==> src/rtl/piso_serializer.sv <==
// Parallel-in, serial-out shifter: loads a WIDTH-bit word and presents one bit per
// Shift_EN beat, LSB or MSB first, with back-to-back reload on the last-bit cycle.
module piso_serializer #(
    parameter int WIDTH     = 8,
    parameter bit LSB_FIRST = 1'b1
) (
    input  logic             CLK,
    input  logic             RST,
    input  logic [WIDTH-1:0] IN,
    input  logic             Load,
    input  logic             Shift_EN,
    output logic             Ready,
    output logic             Serial_OUT,
    output logic             Serial_Valid,
    output logic             Busy,
    output logic             Done,
    output logic             o_dbg_state
);
    localparam int CW = $clog2(WIDTH + 1);

    typedef enum logic {
        IDLE  = 1'b0,
        SHIFT = 1'b1
    } state_t;

    state_t           r_state;
    state_t           w_state_nxt;
    logic [WIDTH-1:0] r_shreg;
    logic [WIDTH-1:0] w_shreg_nxt;
    logic [CW-1:0]    r_cnt;
    logic [CW-1:0]    w_cnt_nxt;
    logic             r_done;
    logic             w_done_nxt;
    logic             w_last;
    logic             w_load;
    logic             w_out_bit;

    // Handshakes: a word transfers on an edge where Load && Ready; a bit transfers
    // on an edge where Serial_Valid && Shift_EN. Ready also opens on the last-bit
    // beat so a new word can follow the old one with no gap.
    always_comb begin
        w_state_nxt = r_state;
        w_shreg_nxt = r_shreg;
        w_cnt_nxt   = r_cnt;
        w_last      = (r_state == SHIFT) && (r_cnt == CW'(1)) && Shift_EN;
        Ready       = (r_state == IDLE) || w_last;
        w_load      = Load && Ready;
        w_done_nxt  = w_last;

        if (w_load) begin
            w_shreg_nxt = IN;
            w_cnt_nxt   = CW'(WIDTH);
            w_state_nxt = SHIFT;
        end else if ((r_state == SHIFT) && Shift_EN) begin
            if (LSB_FIRST) begin
                w_shreg_nxt = {1'b0, r_shreg[WIDTH-1:1]};
            end else begin
                w_shreg_nxt = {r_shreg[WIDTH-2:0], 1'b0};
            end
            w_cnt_nxt = r_cnt - CW'(1);
            if (r_cnt == CW'(1)) begin
                w_state_nxt = IDLE;
            end
        end
    end

    always_ff @(posedge CLK or posedge RST) begin
        if (RST) begin
            r_state <= IDLE;
            r_shreg <= '0;
            r_cnt   <= '0;
            r_done  <= 1'b0;
        end else begin
            r_state <= w_state_nxt;
            r_shreg <= w_shreg_nxt;
            r_cnt   <= w_cnt_nxt;
            r_done  <= w_done_nxt;
        end
    end

    assign w_out_bit    = LSB_FIRST ? r_shreg[0] : r_shreg[WIDTH-1];
    assign Serial_Valid = (r_state == SHIFT);
    assign Busy         = Serial_Valid;
    assign Serial_OUT   = Serial_Valid & w_out_bit;
    assign Done         = r_done;
    assign o_dbg_state  = r_state;

endmodule

==> config.mk <==
export PLATFORM = sky130hd
export DESIGN_NAME = piso_serializer
export DESIGN_NICKNAME = d
export VERILOG_FILES = /design/src/rtl/piso_serializer.sv
export SDC_FILE = /design/constraint.sdc
export NUM_CORES = 1
export LEC_CHECK = 0
export ABC_AREA = 1
export BUFFER_PORTS_ARGS = -buffer_cell sky130_fd_sc_hd__buf_4
export CAP_MARGIN = 20
export CELL_PAD_IN_SITES_DETAIL_PLACEMENT = 0
export CELL_PAD_IN_SITES_GLOBAL_PLACEMENT = 1
export CORE_ASPECT_RATIO = 1.2
export CORE_MARGIN = 1
export CORE_UTILIZATION = 32
export DETAILED_ROUTE_END_ITERATION = 12
export MAX_ROUTING_LAYER = met4
export PLACE_DENSITY_LB_ADDON = 0.1
export SYNTH_ARGS = -nofsm -noshare
export SYNTH_HDL_FRONTEND = slang
export SYNTH_SLANG_ARGS = --single-unit
==> constraint.sdc <==
create_clock -name CLK -period 1.3 [get_ports CLK]
set_input_delay 0.065 -clock CLK [delete_from_list [all_inputs] [get_ports CLK]]
set_output_delay 0.065 -clock CLK [all_outputs]
set_load 0.1 [all_outputs]
==> results of run 1 <==
-- critical path, delay by kind of cell (launching register included) --
family	cells	cell delay (ns)
adders and majority gates	1	0.12
buffers and inverters	3	0.28
DFF	1	0.39
and+or+nand+nor	3	0.28
-- cell type report --
class | instances | area, µm²
sequential | 14 | 354.1
clock buffer | 4 | 26.28
tap | 30 | 37.54
fill | 207 | 873.3
inverter | 23 | 96.34
multi-input combinational | 61 | 469.2
timing repair buffer | 29 | 282.8
-- flip-flops by register name, summed over array words and instances, names as in the netlist --
signal   cells
Busy         1
Done         1
r_cnt        4
r_shreg      8
-- kinds of logic after synthesis --
kind of cell | count (synthesis)
adder cells (fa/ha/maj) | 2
AO/OA/AOI/OAI | 4
XOR/XNOR | 2
flip-flops | 14
AND/OR/NAND/NOR | 52
buffers and inverters | 28
-- placed cells by master (no fill, tap or decap), drive strengths merged --
master,Yosys,final
nand2,31,32
buf,5,27
inv,23,21
nand3,16,16
dfrtp,14,14
nor2,5,5
clkbuf,0,5
o21ai,4,4
clkinvlp,0,2
xor2,2,2
ha,2,2
dlygate4sd3,0,1
-- synth_stat cells --
cell type  number
nand2_1        30
inv_1          23
nand3_1        16
dfrtp_1        14
nor2_1          5
buf_2           3
o21ai_0         3
buf_4           2
ha_1            2
xor2_1          2
nand2_2         1
o21ai_1         1
-- how the worst max path moves through the flow --
| stage | startpoint | end |
|---|---|---|
| finish | r_cnt[1]$_DFFE_PP0P_ | Ready |
| global route | r_cnt[1]$_DFFE_PP0P_ | Ready |
| CTS | r_cnt[1]$_DFFE_PP0P_ | Ready |
| detailed placement | r_cnt[1]$_DFFE_PP0P_ | r_shreg[7]$_DFFE_PP0P_ |
| global placement | r_cnt[1]$_DFFE_PP0P_ | r_shreg[7]$_DFFE_PP0P_ |
| floorplan | Busy$_DFFE_PP0P_ | r_cnt[0]$_DFFE_PP0P_ |
-- power breakdown --
group          internal [µW]  switching, µW  total [µW]
combinational            553            778        1330
clock                    119            134         253
sequential               590            111         701
-- through the flow --
step / cells / setup slack (ns)
after floorplan: 102 / -0.2886
after global placement: 149 / -0.005184
after detailed placement: 149 / -0.06312
after CTS: 157 / -0.1252
after global routing: 161 / -0.2056
final: 161 / -0.1279
-- metal layers --
metal	wire length (µm)	track usage
met2	858	0.2371
met5	0	-
met4	34	0.1176
met3	70	0.01948
met1	811	0.1910
-- repair_timing --
item,4_1_cts,5_1_grt
gates cloned,1,1
endpoints found under the setup margin,13,14
pin swaps,2,19
setup buffers,2,3
hold buffers,1,0
gates resized for setup,14,35
endpoints found under the hold margin,14,0
==> flow_metrics.tcl, run 1 <==
set metrics [dict create \
    grt_pass1_vias 620 \
    hold_path.class "input pin to flip-flop" \
    postPlaceCellArea_um2 955.9 \
    grt_max_degree 15 \
    syn_area_um2 747.0 \
    worst-path-max-fanout 3 \
    cts_tree "done" \
    initial_core_util 0.3491 \
    worst_slew_pin_slew_ns 0.5540 \
    io_pins 18 \
    synth-xor-area-share 0.02345 \
    drive_above_1_share 0.5191 \
    synthTopCellsByArea "dfrtp_1 (47%), nand2_1 (15%), inv_1 (12%)" \
    rows 18 \
    synth_area_per_cell_um2 7.323 \
    ys_warn_count 0 \
    rr_startpoint "r_cnt[1]$_DFFE_PP0P_" \
    antennaDiodeCount 0 \
    cp.required_ns 1.24 \
    yosys.area.top_type_share 0.4690 \
    htreeDepth 1 \
    cts_buffers 3 \
    drc_errors 0 \
    synthMuxAreaShare 0 \
    port_buffers 17 \
    synth_top_family_by_area "simple AND/OR/NAND/NOR gates" \
    grt_overflow 0 \
    hold_end "r_shreg[7]$_DFFE_PP0P_" \
    cp.arrival_ns 1.36 \
    coreArea_um2 2140 \
    crit_chain "inv_2 -> ha_4 -> inv_2 -> nor2_2 -> nand2_2 -> nand2_8 -> buf_12" \
    outcome "finished, violations left" \
    ys_seq_elements 14 \
    synth_fa_ha_area_frac 0.03350 \
    clock_sinks 14 \
    yosysUniqueCellTypes 12 \
    skew_ns 0.004443 \
    die_w_um 46.11 \
    design_area_um2 1266 \
    setup_violations 13 \
    cts_max_path_buffers 2 \
    rsz0062_at_grt "yes" \
    setup_ws_ns -0.1279 \
    clkTransAtPathRegs_ns 0.08 \
    synth-compound-area-share 0.02680 \
    gp_congestion 0.7539 \
    critPathSlowestCell "dfrtp_1" \
    start_kind "flip-flop" \
    antenna_found_initial 0 \
    clk_latency_ns 0.28 \
    p_per_area_nw_per_um2 1804 \
    worstHoldStart "IN[7]" \
    p_leak_uw 0.0006244 \
    wirelength_um 1775 \
    dieArea_um2 2532 \
    hold_viol 0 \
    slowest_delay_ns 0.39 \
    path_class "flip-flop to output pin" \
    min_period_ns 1.428 \
    ys_seq_area_frac 0.4690 \
    drt_first_pass_iters 4 \
    drtIter0Drc 9 \
    utilization 0.5918 \
    die_y_um 54.93 \
    slew_headroom 0.6303 \
    ir_drop_mv 1.036 \
    worst_setup_path_end_kind "output pin" \
    cap_violations 0 \
    grt_pass1_wl_um 2608 \
    hold_depth 3 \
    reg2reg_depth 11 \
    synthCells 102 \
    hold_slack_ns 0.01159 \
    post-dp-hpwl_um 1102 \
    nets 146 \
    grt_use_total 0.1572 \
    final.setup.tns_ns -0.9179 \
    routedWlPerCell_um 11.02 \
    rrSetupSlack_ns -0.09 \
    yosys.area.top_type "dfrtp_1" \
    syn_to_final_growth_pct 69.51 \
    synth-simple-area-share 0.2915 \
    total_power_uw 2285 \
    viasPerCell 4.503 \
    period_share 1.098 \
    syn_nets 116 \
    max_freq_ghz 0.7003 \
    r2r_end "r_shreg[6]$_DFFE_PP0P_" \
    vias 725 \
    maxSlewViolCount 0 \
    cts_root_buf "clkbuf_4" \
    crit_top_cell "inv_2" \
    failed_checks "negative setup slack" \
    ant_nets 0 \
]
(Power assumes the default switching activity.)
==> run 2: changes to the inputs <==
--- a/config.mk
+++ b/config.mk
@@ -10,7 +10,7 @@
 export CAP_MARGIN = 20
 export CELL_PAD_IN_SITES_DETAIL_PLACEMENT = 0
 export CELL_PAD_IN_SITES_GLOBAL_PLACEMENT = 1
-export CORE_ASPECT_RATIO = 1.2
+export CORE_ASPECT_RATIO = 1.75
 export CORE_MARGIN = 1
 export CORE_UTILIZATION = 32
 export DETAILED_ROUTE_END_ITERATION = 12
==> run 2 against run 1 <==
Final area fell by 7.8%. Flip-flop and latch count stayed put. Critical path depth unchanged. Via count is 4.6% lower. Count of clock-buffer cells in the layout unchanged. The flow still finishes with violations (negative setup slack). Clock skew increased by 0.00097 ns. Critical path type unchanged. Register-to-register slack gained 0.02 ns. Global-route usage rose by 0.68 points. Final cell count is 3.7% lower. Total power fell by 3.7%.
==> flow_metrics.tcl, run 2 (synthesized netlist as in run 1, its figures left out) <==
set metrics [dict create \
    rsz0062_at_grt "yes" \
    clkTransAtPathRegs_ns 0.09 \
    routedWlPerCell_um 11.34 \
    period_share 1.096 \
    worst_setup_path_end_kind "output pin" \
    rows 22 \
    antenna_found_initial 0 \
    seqPwrFrac 0.321 \
    top_register "r_shreg" \
    combPwrFrac 0.536 \
    cts_max_path_buffers 2 \
    clock_sinks 14 \
    drtIter0Drc 24 \
    gp_congestion 0.7709 \
    cp.arrival_ns 1.36 \
    vias 692 \
    grt_pass1_vias 656 \
    cts_buffers 3 \
    start_kind "flip-flop" \
    final_cell_count_no_fill 155 \
    rrSetupSlack_ns -0.07 \
    p_leak_uw 0.0006243 \
    antennaDiodeCount 0 \
    p_sw_frac 0.4358 \
    nets 146 \
    grt_overflow 0 \
    post-dp-hpwl_um 1190 \
    hold_path.class "input pin to flip-flop" \
    p_per_area_nw_per_um2 1885 \
    drive_above_1_share 0.4198 \
    hold_slack_ns 0.007812 \
    maxSlewViolCount 0 \
    syn_to_final_growth_pct 56.28 \
    total_power_uw 2201 \
    grt_pass1_wl_um 2835 \
    power_switching_uw 959.2 \
    min_period_ns 1.424 \
    wirelength_um 1757 \
    max_freq_ghz 0.7022 \
    drc_errors 0 \
    hold_viol 0 \
    ir_drop_mv 0.7125 \
    port_buffers 17 \
    clk_latency_ns 0.28 \
    path_class "flip-flop to output pin" \
    largest_reg_flops 8 \
    coreArea_um2 2147 \
    grt_max_degree 15 \
    dp.cells 146 \
    outcome "finished, violations left" \
    die_y_um 65.92 \
    final_cell_mix "nand2_1 (24), buf_4 (24), inv_1 (18), dfrtp_1 (13), nand3_1 (13)" \
    die_w_um 38.52 \
    pre_cts_ws_ns -0.03355 \
    cts_root_buf "clkbuf_4" \
    skew_ns 0.005413 \
    grt_use_total 0.1639 \
    cp.required_ns 1.24 \
    dieArea_um2 2539 \
    cap_violations 0 \
    cts_tree "done" \
    initial_core_util 0.3479 \
    viasPerCell 4.465 \
    setup_ws_ns -0.1242 \
    setup_violations 12 \
    n_fill_cell 223 \
    reg_top3 "r_shreg (8), r_cnt (4)" \
    drt_first_pass_iters 4 \
    worst_slew_pin_slew_ns 0.5594 \
    htreeDepth 1 \
    worst-path-max-fanout 2 \
    power_frac_clock 0.143 \
    slew_headroom 0.6267 \
    intPower_uw 1242 \
    ant_nets 0 \
    failed_checks "negative setup slack" \
    io_pins 18 \
]
-- run 2: power groups by stage --
stage / Sequential (µW) / Clock (µW) / Combinational [µW]
floorplan: 729 / 0 / 634
global placement: 686 / 0 / 889
detailed placement: 692 / 0 / 888
CTS: 705 / 324 / 1100
global route: 724 / 342 / 1290
finish: 707 / 314 / 1180
-- run 2: path summary, 6_finish.rpt --
check                      depth (start not counted)                     end              startpoint
setup / recovery                                   7                   Ready    r_cnt[1]$_DFFE_PP0P_
hold / removal                                     3  r_shreg[7]$_DFFE_PP0P_                   IN[7]
setup reg to reg                                  10  r_shreg[2]$_DFFE_PP0P_    r_cnt[1]$_DFFE_PP0P_
hold reg to reg                                    2  r_shreg[2]$_DFFE_PP0P_  r_shreg[2]$_DFFE_PP0P_
max in group asynchronous                          3        Busy$_DFFE_PP0P_                     RST
min in group asynchronous                          3  r_shreg[5]$_DFFE_PP0P_                     RST
-- run 2: cell type report --
| class | instances | area, µm² | area share |
|---|---|---|---|
| inverter | 23 | 93.84 | 0.08039 |
| sequential | 14 | 354.1 | 0.3033 |
| tap | 24 | 30.03 | 0.02572 |
| timing repair buffer | 29 | 261.5 | 0.2240 |
| clock buffer | 4 | 36.28 | 0.03108 |
| multi-input combinational | 61 | 391.6 | 0.3355 |
-- run 2: through the flow --
step | instance area (µm²) | util | TNS, ns
2_1_floorplan | 789.5 | - | -2.968
3_3_place_gp | 970.9 | 0.4522 | -0.04796
3_5_place_dp | 970.9 | 0.4522 | -0.09634
4_1_cts | 1120 | 0.5216 | -0.8850
5_1_grt | 1167 | 0.5437 | -1.765
6_report | 1167 | 0.5437 | -0.7124
-- run 2: routing by layer --
| layer | vias to the layer above | routed length, µm | GRT usage |
|---|---|---|---|
| li1 | 364 | - | - |
| met1 | 308 | 725 | 0.1779 |
| met2 | 18 | 950 | 0.2750 |
| met3 | 2 | 60 | 0.03030 |
| met4 | 0 | 21 | 0.07759 |
| met5 | - | 0 | - |
-- run 2: repair_timing --
item                                   in CTS  in global routing
gates cloned                                0                  1
setup endpoints to repair                  14                 14
gates resized for setup                    19                  9
pin swaps                                   4                  6
endpoints found under the hold margin      14                  0
hold buffers                                1                  0
setup buffers                               3                  0
-- run 2: critical path, cell delays in order (launching register included) --
cell and delay, ns:
dfrtp_1 0.39, inv_2 0.08, ha_4 0.13, inv_2 0.03, nor2_2 0.08, nand2_2 0.10, nand2_8 0.10, buf_12 0.17
